$ cat src/rtl/regfile_port_arbiter.sv
// regfile_port_arbiter: shares one register file between two requesters
// (req0 = core datapath, req1 = debug/host loader).
//   accept (t) -> issue to register file (t+1) -> read response strobe (t+2)
// A requester may take exclusive ownership with reqN_lock. Ownership is
// force-released after LOCK_MAX held cycles, and the released requester
// must drop its lock for a cycle before it can own the file again.
// Optional macro RF_ZERO_GUARD_EN: writes to r0 are swallowed and flagged on
// a sticky zero_write_err output.

// Per-requester response register: one-cycle valid strobe, data held until
// the next response to the same requester.
module regfile_port_arbiter_resp #(
  parameter int WIDTH = 16
) (
  input  logic             clk,
  input  logic             reset_n,
  input  logic             strobe,
  input  logic [WIDTH-1:0] rd1_in,
  input  logic [WIDTH-1:0] rd2_in,
  output logic             valid,
  output logic [WIDTH-1:0] rd1,
  output logic [WIDTH-1:0] rd2
);
  logic             valid_q, valid_d;
  logic [WIDTH-1:0] rd1_q, rd1_d, rd2_q, rd2_d;

  // Capture read data only when a read for this requester is issuing
  always_comb begin
    valid_d = strobe;
    rd1_d   = rd1_q;
    rd2_d   = rd2_q;
    if (strobe) begin
      rd1_d = rd1_in;
      rd2_d = rd2_in;
    end
  end

  // Response state, cleared so in-flight responses are dropped on reset
  always_ff @(posedge clk) begin
    if (!reset_n) begin
      valid_q <= 1'b0;
      rd1_q   <= '0;
      rd2_q   <= '0;
    end else begin
      valid_q <= valid_d;
      rd1_q   <= rd1_d;
      rd2_q   <= rd2_d;
    end
  end

  assign valid = valid_q;
  assign rd1   = rd1_q;
  assign rd2   = rd2_q;
endmodule

module regfile_port_arbiter #(
  parameter int WIDTH    = 16,
  parameter int REGBITS  = 4,
  parameter int LOCK_MAX = 15
) (
  input  logic               clk,
  input  logic               reset_n,
  input  logic               req0_valid,
  output logic               req0_ready,
  input  logic               req0_we,
  input  logic               req0_lock,
  input  logic [REGBITS-1:0] req0_ra1,
  input  logic [REGBITS-1:0] req0_ra2,
  input  logic [WIDTH-1:0]   req0_wd,
  output logic               resp0_valid,
  output logic [WIDTH-1:0]   resp0_rd1,
  output logic [WIDTH-1:0]   resp0_rd2,
  input  logic               req1_valid,
  output logic               req1_ready,
  input  logic               req1_we,
  input  logic               req1_lock,
  input  logic [REGBITS-1:0] req1_ra1,
  input  logic [REGBITS-1:0] req1_ra2,
  input  logic [WIDTH-1:0]   req1_wd,
  output logic               resp1_valid,
  output logic [WIDTH-1:0]   resp1_rd1,
  output logic [WIDTH-1:0]   resp1_rd2,
  output logic               rf_regwrite,
  output logic [REGBITS-1:0] rf_ra1,
  output logic [REGBITS-1:0] rf_ra2,
  output logic [WIDTH-1:0]   rf_wd,
  input  logic [WIDTH-1:0]   rf_rd1,
  input  logic [WIDTH-1:0]   rf_rd2,
`ifdef RF_ZERO_GUARD_EN
  output logic               zero_write_err,
`endif
  output logic               lock_timeout
);
  localparam int CNT_W = $clog2(LOCK_MAX + 1);

  typedef enum logic [1:0] {IDLE = 2'd0, OWN0 = 2'd1, OWN1 = 2'd2} state_t;

  state_t             state_q, state_d;
  logic [CNT_W-1:0]   lock_cnt_q, lock_cnt_d;
  logic               last_grant_q, last_grant_d;
  logic [1:0]         relock_blk_q, relock_blk_d;
  logic               lock_timeout_q, lock_timeout_d;

  logic [1:0]                valid, lock, we, grant, acc;
  logic [1:0][REGBITS-1:0]   ra1, ra2;
  logic [1:0][WIDTH-1:0]     wd;
  logic                      acc_id, own_id;

  logic               iss_vld_q, iss_vld_d;
  logic               iss_we_q, iss_we_d;
  logic               iss_id_q, iss_id_d;
  logic [REGBITS-1:0] iss_ra1_q, iss_ra1_d;
  logic [REGBITS-1:0] iss_ra2_q, iss_ra2_d;
  logic [WIDTH-1:0]   iss_wd_q, iss_wd_d;
  logic               wr_allow;

  logic [1:0]            resp_valid;
  logic [1:0][WIDTH-1:0] resp_rd1, resp_rd2;

  assign valid = {req1_valid, req0_valid};
  assign lock  = {req1_lock, req0_lock};
  assign we    = {req1_we, req0_we};
  assign ra1   = {req1_ra1, req0_ra1};
  assign ra2   = {req1_ra2, req0_ra2};
  assign wd    = {req1_wd, req0_wd};

  // Grant: owner-exclusive when locked, else sole requester or alternate on tie
  always_comb begin
    grant = 2'b00;
    case (state_q)
      IDLE:    grant = (valid == 2'b11) ? (last_grant_q ? 2'b01 : 2'b10) : valid;
      OWN0:    grant = 2'b01;
      OWN1:    grant = 2'b10;
      default: grant = 2'b00;
    endcase
  end

  // Nothing is accepted while reset is asserted
  assign acc        = grant & valid & {2{reset_n}};
  assign req0_ready = acc[0];
  assign req1_ready = acc[1];
  assign acc_id     = acc[1];
  assign own_id     = (state_q == OWN1);

  // Lock ownership: entry on a locked accept, exit on lock drop or timeout.
  // The counter holds cycles already owned; releasing when it would reach
  // LOCK_MAX bounds ownership to exactly LOCK_MAX cycles.
  always_comb begin
    state_d        = state_q;
    lock_cnt_d     = lock_cnt_q;
    last_grant_d   = last_grant_q;
    relock_blk_d   = relock_blk_q & lock;
    lock_timeout_d = 1'b0;
    if (|acc) last_grant_d = acc_id;
    case (state_q)
      IDLE: begin
        if ((|acc) && lock[acc_id] && !relock_blk_q[acc_id]) begin
          state_d    = acc_id ? OWN1 : OWN0;
          lock_cnt_d = '0;
        end
      end
      OWN0, OWN1: begin
        if (!lock[own_id]) begin
          state_d    = IDLE;
          lock_cnt_d = '0;
        end else if (lock_cnt_q == CNT_W'(LOCK_MAX - 1)) begin
          state_d              = IDLE;
          lock_cnt_d           = '0;
          lock_timeout_d       = 1'b1;
          last_grant_d         = own_id;
          relock_blk_d[own_id] = 1'b1;
        end else begin
          lock_cnt_d = lock_cnt_q + 1'b1;
        end
      end
      default: begin
        state_d    = IDLE;
        lock_cnt_d = '0;
      end
    endcase
  end

  // Arbitration / lock FSM state with registered timeout pulse
  always_ff @(posedge clk) begin
    if (!reset_n) begin
      state_q        <= IDLE;
      lock_cnt_q     <= '0;
      last_grant_q   <= 1'b1;
      relock_blk_q   <= 2'b00;
      lock_timeout_q <= 1'b0;
    end else begin
      state_q        <= state_d;
      lock_cnt_q     <= lock_cnt_d;
      last_grant_q   <= last_grant_d;
      relock_blk_q   <= relock_blk_d;
      lock_timeout_q <= lock_timeout_d;
    end
  end

  assign lock_timeout = lock_timeout_q;

  // Issue register: load the winner; addresses/data hold on idle cycles
  always_comb begin
    iss_vld_d = |acc;
    iss_we_d  = iss_we_q;
    iss_id_d  = iss_id_q;
    iss_ra1_d = iss_ra1_q;
    iss_ra2_d = iss_ra2_q;
    iss_wd_d  = iss_wd_q;
    if (|acc) begin
      iss_we_d  = we[acc_id];
      iss_id_d  = acc_id;
      iss_ra1_d = ra1[acc_id];
      iss_ra2_d = ra2[acc_id];
      iss_wd_d  = wd[acc_id];
    end
  end

  // Issue stage state
  always_ff @(posedge clk) begin
    if (!reset_n) begin
      iss_vld_q <= 1'b0;
      iss_we_q  <= 1'b0;
      iss_id_q  <= 1'b0;
      iss_ra1_q <= '0;
      iss_ra2_q <= '0;
      iss_wd_q  <= '0;
    end else begin
      iss_vld_q <= iss_vld_d;
      iss_we_q  <= iss_we_d;
      iss_id_q  <= iss_id_d;
      iss_ra1_q <= iss_ra1_d;
      iss_ra2_q <= iss_ra2_d;
      iss_wd_q  <= iss_wd_d;
    end
  end

`ifdef RF_ZERO_GUARD_EN
  logic zero_hit, zero_err_q, zero_err_d;
  assign zero_hit = iss_vld_q & iss_we_q & (iss_ra2_q == '0);
  assign wr_allow = ~zero_hit;

  // Sticky flag for any write aimed at r0
  always_comb zero_err_d = zero_err_q | zero_hit;

  // Flag register, cleared only by reset
  always_ff @(posedge clk) begin
    if (!reset_n) zero_err_q <= 1'b0;
    else          zero_err_q <= zero_err_d;
  end

  assign zero_write_err = zero_err_q;
`else
  assign wr_allow = 1'b1;
`endif

  // Write enable is gated by reset so a write issuing under reset never commits
  assign rf_regwrite = iss_vld_q & iss_we_q & wr_allow & reset_n;
  assign rf_ra1      = iss_ra1_q;
  assign rf_ra2      = iss_ra2_q;
  assign rf_wd       = iss_wd_q;

  for (genvar n = 0; n < 2; n++) begin : g_resp
    regfile_port_arbiter_resp #(.WIDTH(WIDTH)) u_resp (
      .clk     (clk),
      .reset_n (reset_n),
      .strobe  (iss_vld_q & ~iss_we_q & (iss_id_q == (n == 1))),
      .rd1_in  (rf_rd1),
      .rd2_in  (rf_rd2),
      .valid   (resp_valid[n]),
      .rd1     (resp_rd1[n]),
      .rd2     (resp_rd2[n])
    );
  end

  assign resp0_valid = resp_valid[0];
  assign resp0_rd1   = resp_rd1[0];
  assign resp0_rd2   = resp_rd2[0];
  assign resp1_valid = resp_valid[1];
  assign resp1_rd1   = resp_rd1[1];
  assign resp1_rd2   = resp_rd2[1];
endmodule

$ cat config.mk
export PLATFORM = sky130hd
export DESIGN_NAME = regfile_port_arbiter
export DESIGN_NICKNAME = d
export VERILOG_FILES = /design/src/rtl/regfile_port_arbiter.sv
export SDC_FILE = /design/constraint.sdc
export NUM_CORES = 1
export LEC_CHECK = 0
export CAP_MARGIN = 20
export CORE_UTILIZATION = 43
export CTS_CLUSTER_DIAMETER = 40
export DETAILED_ROUTE_END_ITERATION = 16
export HOLD_SLACK_MARGIN = 0.02
export PLACE_DENSITY = 0.88
export SLEW_MARGIN = 5
export SYNTH_ARGS = -nofsm -noshare
export SYNTH_HDL_FRONTEND = slang
export SYNTH_HIERARCHICAL = 1
export SYNTH_SLANG_ARGS = --single-unit
$ cat constraint.sdc
create_clock -name clk -period 2.06 [get_ports clk]
set_input_delay 0.309 -clock clk [delete_from_list [all_inputs] [get_ports clk]]
set_output_delay 0.309 -clock clk [all_outputs]
set_load 0.05 [all_outputs]
==> results of run 1 <==
==> power by group <==
group	internal [W]	switching, W	total (W)	leakage, nW
logic	0.000537	0.000729	0.00127	1.31
registers	0.00211	0.0000652	0.00218	0.840
clock network	0.000583	0.000706	0.00129	0.103
==> logic make-up (layout without fill, tap and decap cells) <==
group	count (synthesis)	after routing	synth area share
compound gates	71	71	0.1031
fa+ha+maj	4	4	0.01152
buf+inv	35	218	0.06133
flops	103	103	0.4745
mux	66	66	0.1523
simple gates	157	157	0.1972
==> sequential cells by signal, indices dropped and copies added, names as in the netlist <==
name                 cells
g_resp.u_resp/rd1       32
g_resp.u_resp/rd2       32
rf_wd                   16
lock_cnt_q               4
rf_ra1                   4
rf_ra2                   4
g_resp.u_resp/valid      2
relock_blk_q             2
state_q                  2
iss_id_q                 1
iss_vld_q                1
iss_we_q                 1
last_grant_q             1
lock_timeout             1
==> worst max-delay path by stage <==
stage	endpoint	slack (ns)	cells past startpoint
after floorplan	req1_ready	0.007	7
after global placement	lock_cnt_q[3]	0.1	6
after detailed placement	lock_cnt_q[3]	0.02	6
after CTS	req1_ready	0.04	7
after global routing	req1_ready	0.02	7
final	req1_ready	0.1	7
==> per-layer routing <==
| layer | up-vias | part of all wire |
|---|---|---|
| met2 | 138 | 0.49 |
| met1 | 1714 | 0.41 |
| met3 | 17 | 0.075 |
| met5 | - | 0 |
| met4 | 0 | 0.015 |
| li1 | 1843 | - |
==> worst max-delay path: stages, from the launching register on <==
cell     delay [ns]
dfxtp_4        0.39
inv_4          0.05
ha_4           0.17
nor2b_1        0.13
a22o_2         0.24
nand3_4        0.12
inv_2          0.06
buf_12         0.14
==> final cells by class <==
type | instances | area (um2)
inverter | 6 | 25.02
clock inverter | 6 | 76.32
timing repair buffer | 196 | 1966
sequential | 103 | 2066
clock buffer | 10 | 127.6
multi-input combinational | 298 | 2043
fill | 769 | 3304
tap | 133 | 166.4
==> per-stage QoR <==
step	setup slack (ns)	util	instance area [um2]	hold slack, ns
5_1_grt	0.02068	0.6619	6470	0.3719
3_5_place_dp	0.01930	0.6365	6221	0.4515
3_3_place_gp	0.09816	0.6365	6221	0.4480
2_1_floorplan	0.006978	-	4345	0.4369
4_1_cts	0.03921	0.6595	6446	0.3477
6_report	0.09694	0.6619	6470	0.3813
==> synth_stat cells, drive strengths merged <==
| cell | instances | share of area |
|---|---|---|
| dfxtp | 103 | 0.47 |
| nor2b | 66 | 0.095 |
| mux2i | 65 | 0.15 |
| nand2 | 62 | 0.054 |
| a31oi | 27 | 0.039 |
| o21ai | 27 | 0.031 |
| buf | 17 | 0.046 |
| clkbuf | 12 | 0.010 |
| inv | 6 | 0.0052 |
| nand3 | 5 | 0.0081 |
| nor2 | 5 | 0.0043 |
| a21boi | 4 | 0.0069 |
| ha | 4 | 0.012 |
| a21oi | 3 | 0.0043 |
| and2 | 3 | 0.0043 |
| nand2b | 3 | 0.0043 |
| nor3b | 3 | 0.0052 |
| and3 | 2 | 0.0029 |
| nor4b | 2 | 0.0075 |
| o21a | 2 | 0.0035 |
| a211oi | 1 | 0.0017 |
| a22o | 1 | 0.0023 |
| a22oi | 1 | 0.0017 |
| a32o | 1 | 0.0023 |
| a41oi | 1 | 0.0037 |
| and3b | 1 | 0.0020 |
| mux2 | 1 | 0.0026 |
| nor4 | 1 | 0.0014 |
| o2111ai | 1 | 0.0035 |
| o211ai | 1 | 0.0017 |
| o22ai | 1 | 0.0014 |
| or2 | 1 | 0.0014 |
| or3 | 1 | 0.0014 |
| or3b | 1 | 0.0020 |
| or4b | 1 | 0.0032 |
==> timing repair <==
action / in CTS / in global routing
endpoints found under the setup margin: 2 / 2
gates resized for setup: 6 / 3
buffers inserted: 0 / 2
==> metrics.txt, run 1 <==
cts bufs inserted=9; Die Wd=102.5 um; antenna cells=0; reg2reg end=lock_cnt_q[2]; initial antenna violation count=0; clock tree root buffer cell=clkbuf_8; relative max-transition margin=0.6396; standard-cell rows=36; Total Die Area=10510 um2; H-tree depth=3; Synthesized Nets=528; Syn. warnings=6; vias in the first global route=3602; CTS sink cnt=103; layout cell share with drive strength beyond 1=0.08078; CP max FO=7; fin crit period=1.963 ns; reg2reg path depth=7; total power=0.004730 W; clock buffer depth=2; Final Non-Filler Cells=752; DRT Pass-1 Iters=4; critical path arrival=1.65 ns; status=completed; most common cell after layout, fill and taps aside=clkdlybuf4s50_1; leakage=2.251 nW; worst skew pair latency=0.35 ns; area of the mapped netlist=4345 um2; Initial Util=0.4446; most frequent cells in the layout=clkdlybuf4s50_1, dfxtp_1, nor2b_1, mux2i_1, nand2_1; pin count of the biggest net entering global routing=48; Clock transition at path regs=0.10 ns; Area Overhead vs Synth=48.89%; critical path type=flop to output port; GR peak layer=met2; final wirelength=10960 um; worst slew pin tran=0.5331 ns; maximum VDD drop=0.4604 mV; final setup violating endpoints=0; IO Count=182; startpoint types=flop; detailed-route via count=3712; CTS tree=yes; Req. time, crit path=1.75 ns; Avg Inst Size Synth=9.967 um2; MaxCap Viol Count=0; grt total ovfl=0; final net count=706; critical hold path startpoint=reset_n; synthesized instance count=436; sequential-to-total area share from yosys stat=0.4745; Crit Reg-Reg Startpoint=state_q[1]; crit path capture type=output port; Final Skew=0.01447 ns; fin. max-slew vios=0; CTS Hold Bufs=0; Hold Path End=rf_wd[4]; core area=9774 um2; overall global routing resource usage=0.2050; Yosys cell types=46; ANT nets after route=0; RSZ-0062 raised after global routing=no; Hold Path Stages=3; routed len/inst=14.58 um; Initial DRC Count=80; post-DP HPWL=8107 um; M1 GR Usage=0.2359; final count of hold timing violations=0; f_max=509.4 MHz; number of remaining DRC errors=0; Pwr Density=731.0 nW/um2; Port-buffer cells=181; register bit count reported by yosys=103; setup TNS=0 ns; R2R Setup Slk=0.28 ns; met3 Resource Use GR=0.05559; Placed Instances=734; CP Launch Point=state_q[0]; Placer Congestion=0.8739; Final period util=0.9529; Vias/cell=4.936; chip height=102.5 um; first-pass GRT wire length=16820 um; met2 GRT Util=0.3667; worst hold path class=input port to flop
No activity file was read; power rests on OpenSTA's default activity.
==> inputs of run 2 (changes only) <==
--- a/config.mk
+++ b/config.mk
@@ -11,6 +11,7 @@
 export DETAILED_ROUTE_END_ITERATION = 16
 export HOLD_SLACK_MARGIN = 0.02
 export PLACE_DENSITY = 0.88
+export RECOVER_POWER = 25
 export SLEW_MARGIN = 5
 export SYNTH_ARGS = -nofsm -noshare
 export SYNTH_HDL_FRONTEND = slang
==> run 2 against run 1 <==
  * Clock power about the same
  * First-iteration DRC count fell by 3.8%
  * Hold slack better by 0.0011 ns
  * Sequential cell count stayed put
  * Largest power group unchanged
  * Power barely moved
  * Utilization decreased by 0.31 points
  * Sequential power about the same
  * Clock skew hardly changed
  * Wire length rose by 0.35%
  * Fmax hardly changed
==> metrics.txt, run 2 (synthesis gave the netlist of run 1 again) <==
status=completed; CP Capture Point=req1_ready; chip height=102.5 um (unchanged); antenna cells=0 (unchanged); Critical path buffers and inverters=3 (unchanged); fill cell count=773 (+0.52%); overall global routing resource usage=0.2050 (unchanged); fin. max-slew vios=0 (unchanged); initial antenna violation count=0 (unchanged); final net count=706 (unchanged); layout cell share with drive strength beyond 1=0.08078 (unchanged); Crit Reg-Reg Startpoint=iss_we_q; CP cell instances=inv_4, ha_4, nor2b_1, a22o_2, nand3_4, inv_2, buf_12; leakage=2.244 nW (-0.30%); Final period util=0.9530 (about the same); Clock transition at path regs=0.10 ns (about the same); critical path type=flop to output port; standard-cell rows=36 (unchanged); critical hold path startpoint=reset_n; CTS tree=yes; fin worst setup slack=0.09679 ns (-0.0001473 ns); Req. time, crit path=1.75 ns (about the same); cts bufs inserted=9 (unchanged); highest-delay cell along the critical path=dfxtp_4; CTS Hold Bufs=0 (unchanged); pre-CTS setup slack=0.01930 ns (unchanged); maximum VDD drop=0.4588 mV (-0.35%); crit path capture type=output port; CTS sink cnt=103 (unchanged); relative max-transition margin=0.2315 (-0.4081); CP max stage delay=0.39 ns (about the same); Area Overhead vs Synth=48.20%; final setup violating endpoints=0 (unchanged); R2R Setup Slk=0.14 ns (-0.14 ns); most common cell after layout, fill and taps aside=clkdlybuf4s50_1; CP Launch Point=state_q[0]; startpoint types=flop; Total Die Area=10510 um2 (unchanged); Final Skew=0.01444 ns (-0.00003220 ns); reg2reg path depth=4 (-3); worst skew pair latency=0.35 ns (about the same); Initial DRC Count=77 (-3.8%); Placer Congestion=0.8739 (unchanged); IO Count=182 (unchanged); clock buffer depth=2 (unchanged); MaxCap Viol Count=0 (unchanged); Hold Path Stages=3 (unchanged); footprint of the multi-input gates=2043 um2 (unchanged); Port-buffer cells=181 (unchanged); worst slew pin tran=1.153 ns (+0.6197 ns); vias in the first global route=3602 (unchanged); RSZ-0062 raised after global routing=no; core area=9774 um2 (unchanged); first-pass GRT wire length=16820 um (unchanged); Vias/cell=4.920 (-0.32%); most frequent cells in the layout=clkdlybuf4s50_1, dfxtp_1, nor2b_1, mux2i_1, nand2_1; final count of hold timing violations=0 (unchanged); detailed-route via count=3700 (-0.32%); post-DP HPWL=8107 um (unchanged); worst hold path class=input port to flop; fin crit period=1.963 ns (+0.0001473 ns); Final Non-Filler Cells=752 (unchanged); setup TNS=0 ns (unchanged); Die Wd=102.5 um (unchanged); Initial Util=0.4446 (unchanged); ANT nets after route=0 (unchanged); placed cell areas=6221 um2 (unchanged); CP max FO=7 (unchanged); CP Depth=7 (unchanged); routed len/inst=14.63 um (+0.35%); clock tree root buffer cell=clkbuf_8; DRT Pass-1 Iters=4 (unchanged); critical path arrival=1.65 ns (about the same); CP delay by family, top=flip-flops; reg2reg end=g_resp[0].u_resp/rd2[8]; Reg area=2066 um2 (unchanged); H-tree depth=3 (unchanged); Placed Instances=734 (unchanged); grt total ovfl=0 (unchanged); final wirelength=11000 um (+0.35%); number of remaining DRC errors=0 (unchanged); Final Instance Area=6440 um2 (-0.46%); pin count of the biggest net entering global routing=48 (unchanged); Pwr Density=733.8 nW/um2 (+0.38%); f_max=509.4 MHz (about the same); Final Util=0.6589 (-0.003072)
## run 2: changes by cell type in the layout (fill, tap and decap cells not counted), sizes merged
| cell | delta |
|---|---|
| buf | -1 |
| clkbuf | +1 |
## run 2: worst min path at each step
| stage | end |
|---|---|
| after CTS | rf_wd[4] |
| final | rf_wd[4] |
| after detailed placement | relock_blk_q[0] |
| after floorplan | relock_blk_q[0] |
| after global routing | rf_wd[2] |
| after global placement | relock_blk_q[0] |
## run 2: repair_timing
action,in CTS,in global routing
buffers inserted,0,2
resized for setup,6,3
endpoints found under the setup margin,2,2
## run 2: area by class of cell
type | instances | area share
clock buffers | 10 | 0.01982
clock inverters | 6 | 0.01185
inverters | 6 | 0.003886
multi-input cells | 298 | 0.3173
flip-flops and latches | 103 | 0.3208
well taps | 133 | 0.02584
repair buffers | 196 | 0.3006
## run 2: tightest hold or removal path, stage by stage
cell     delay, ns
buf_2         0.22
o21ai_0       0.12
a31oi_1       0.05
## run 2: per-layer routing
metal | up-vias | share of wire | global-route usage | wire [um]
li1 | 1843 | - | - | -
met5 | - | 0 | 0 | 0
met3 | 17 | 0.073 | 0.05559 | 804
met2 | 132 | 0.50 | 0.3667 | 5469
met1 | 1708 | 0.41 | 0.2359 | 4559
met4 | 0 | 0.015 | 0.06703 | 168
## run 2: through the flow
step           hold slack, ns  power, W
2_1_floorplan          0.4369  0.003013
3_3_place_gp           0.4480  0.003442
4_1_cts                0.3477  0.004771
6_report               0.3824  0.004725
5_1_grt                0.3719  0.004934
3_5_place_dp           0.4515  0.003479
## run 2: where the power goes
part           switching (W)  total [W]  leakage (nW)  internal, W
logic               0.000728    0.00126          1.30     0.000533
clock network       0.000706    0.00129         0.103     0.000583
registers          0.0000652    0.00218         0.840      0.00211
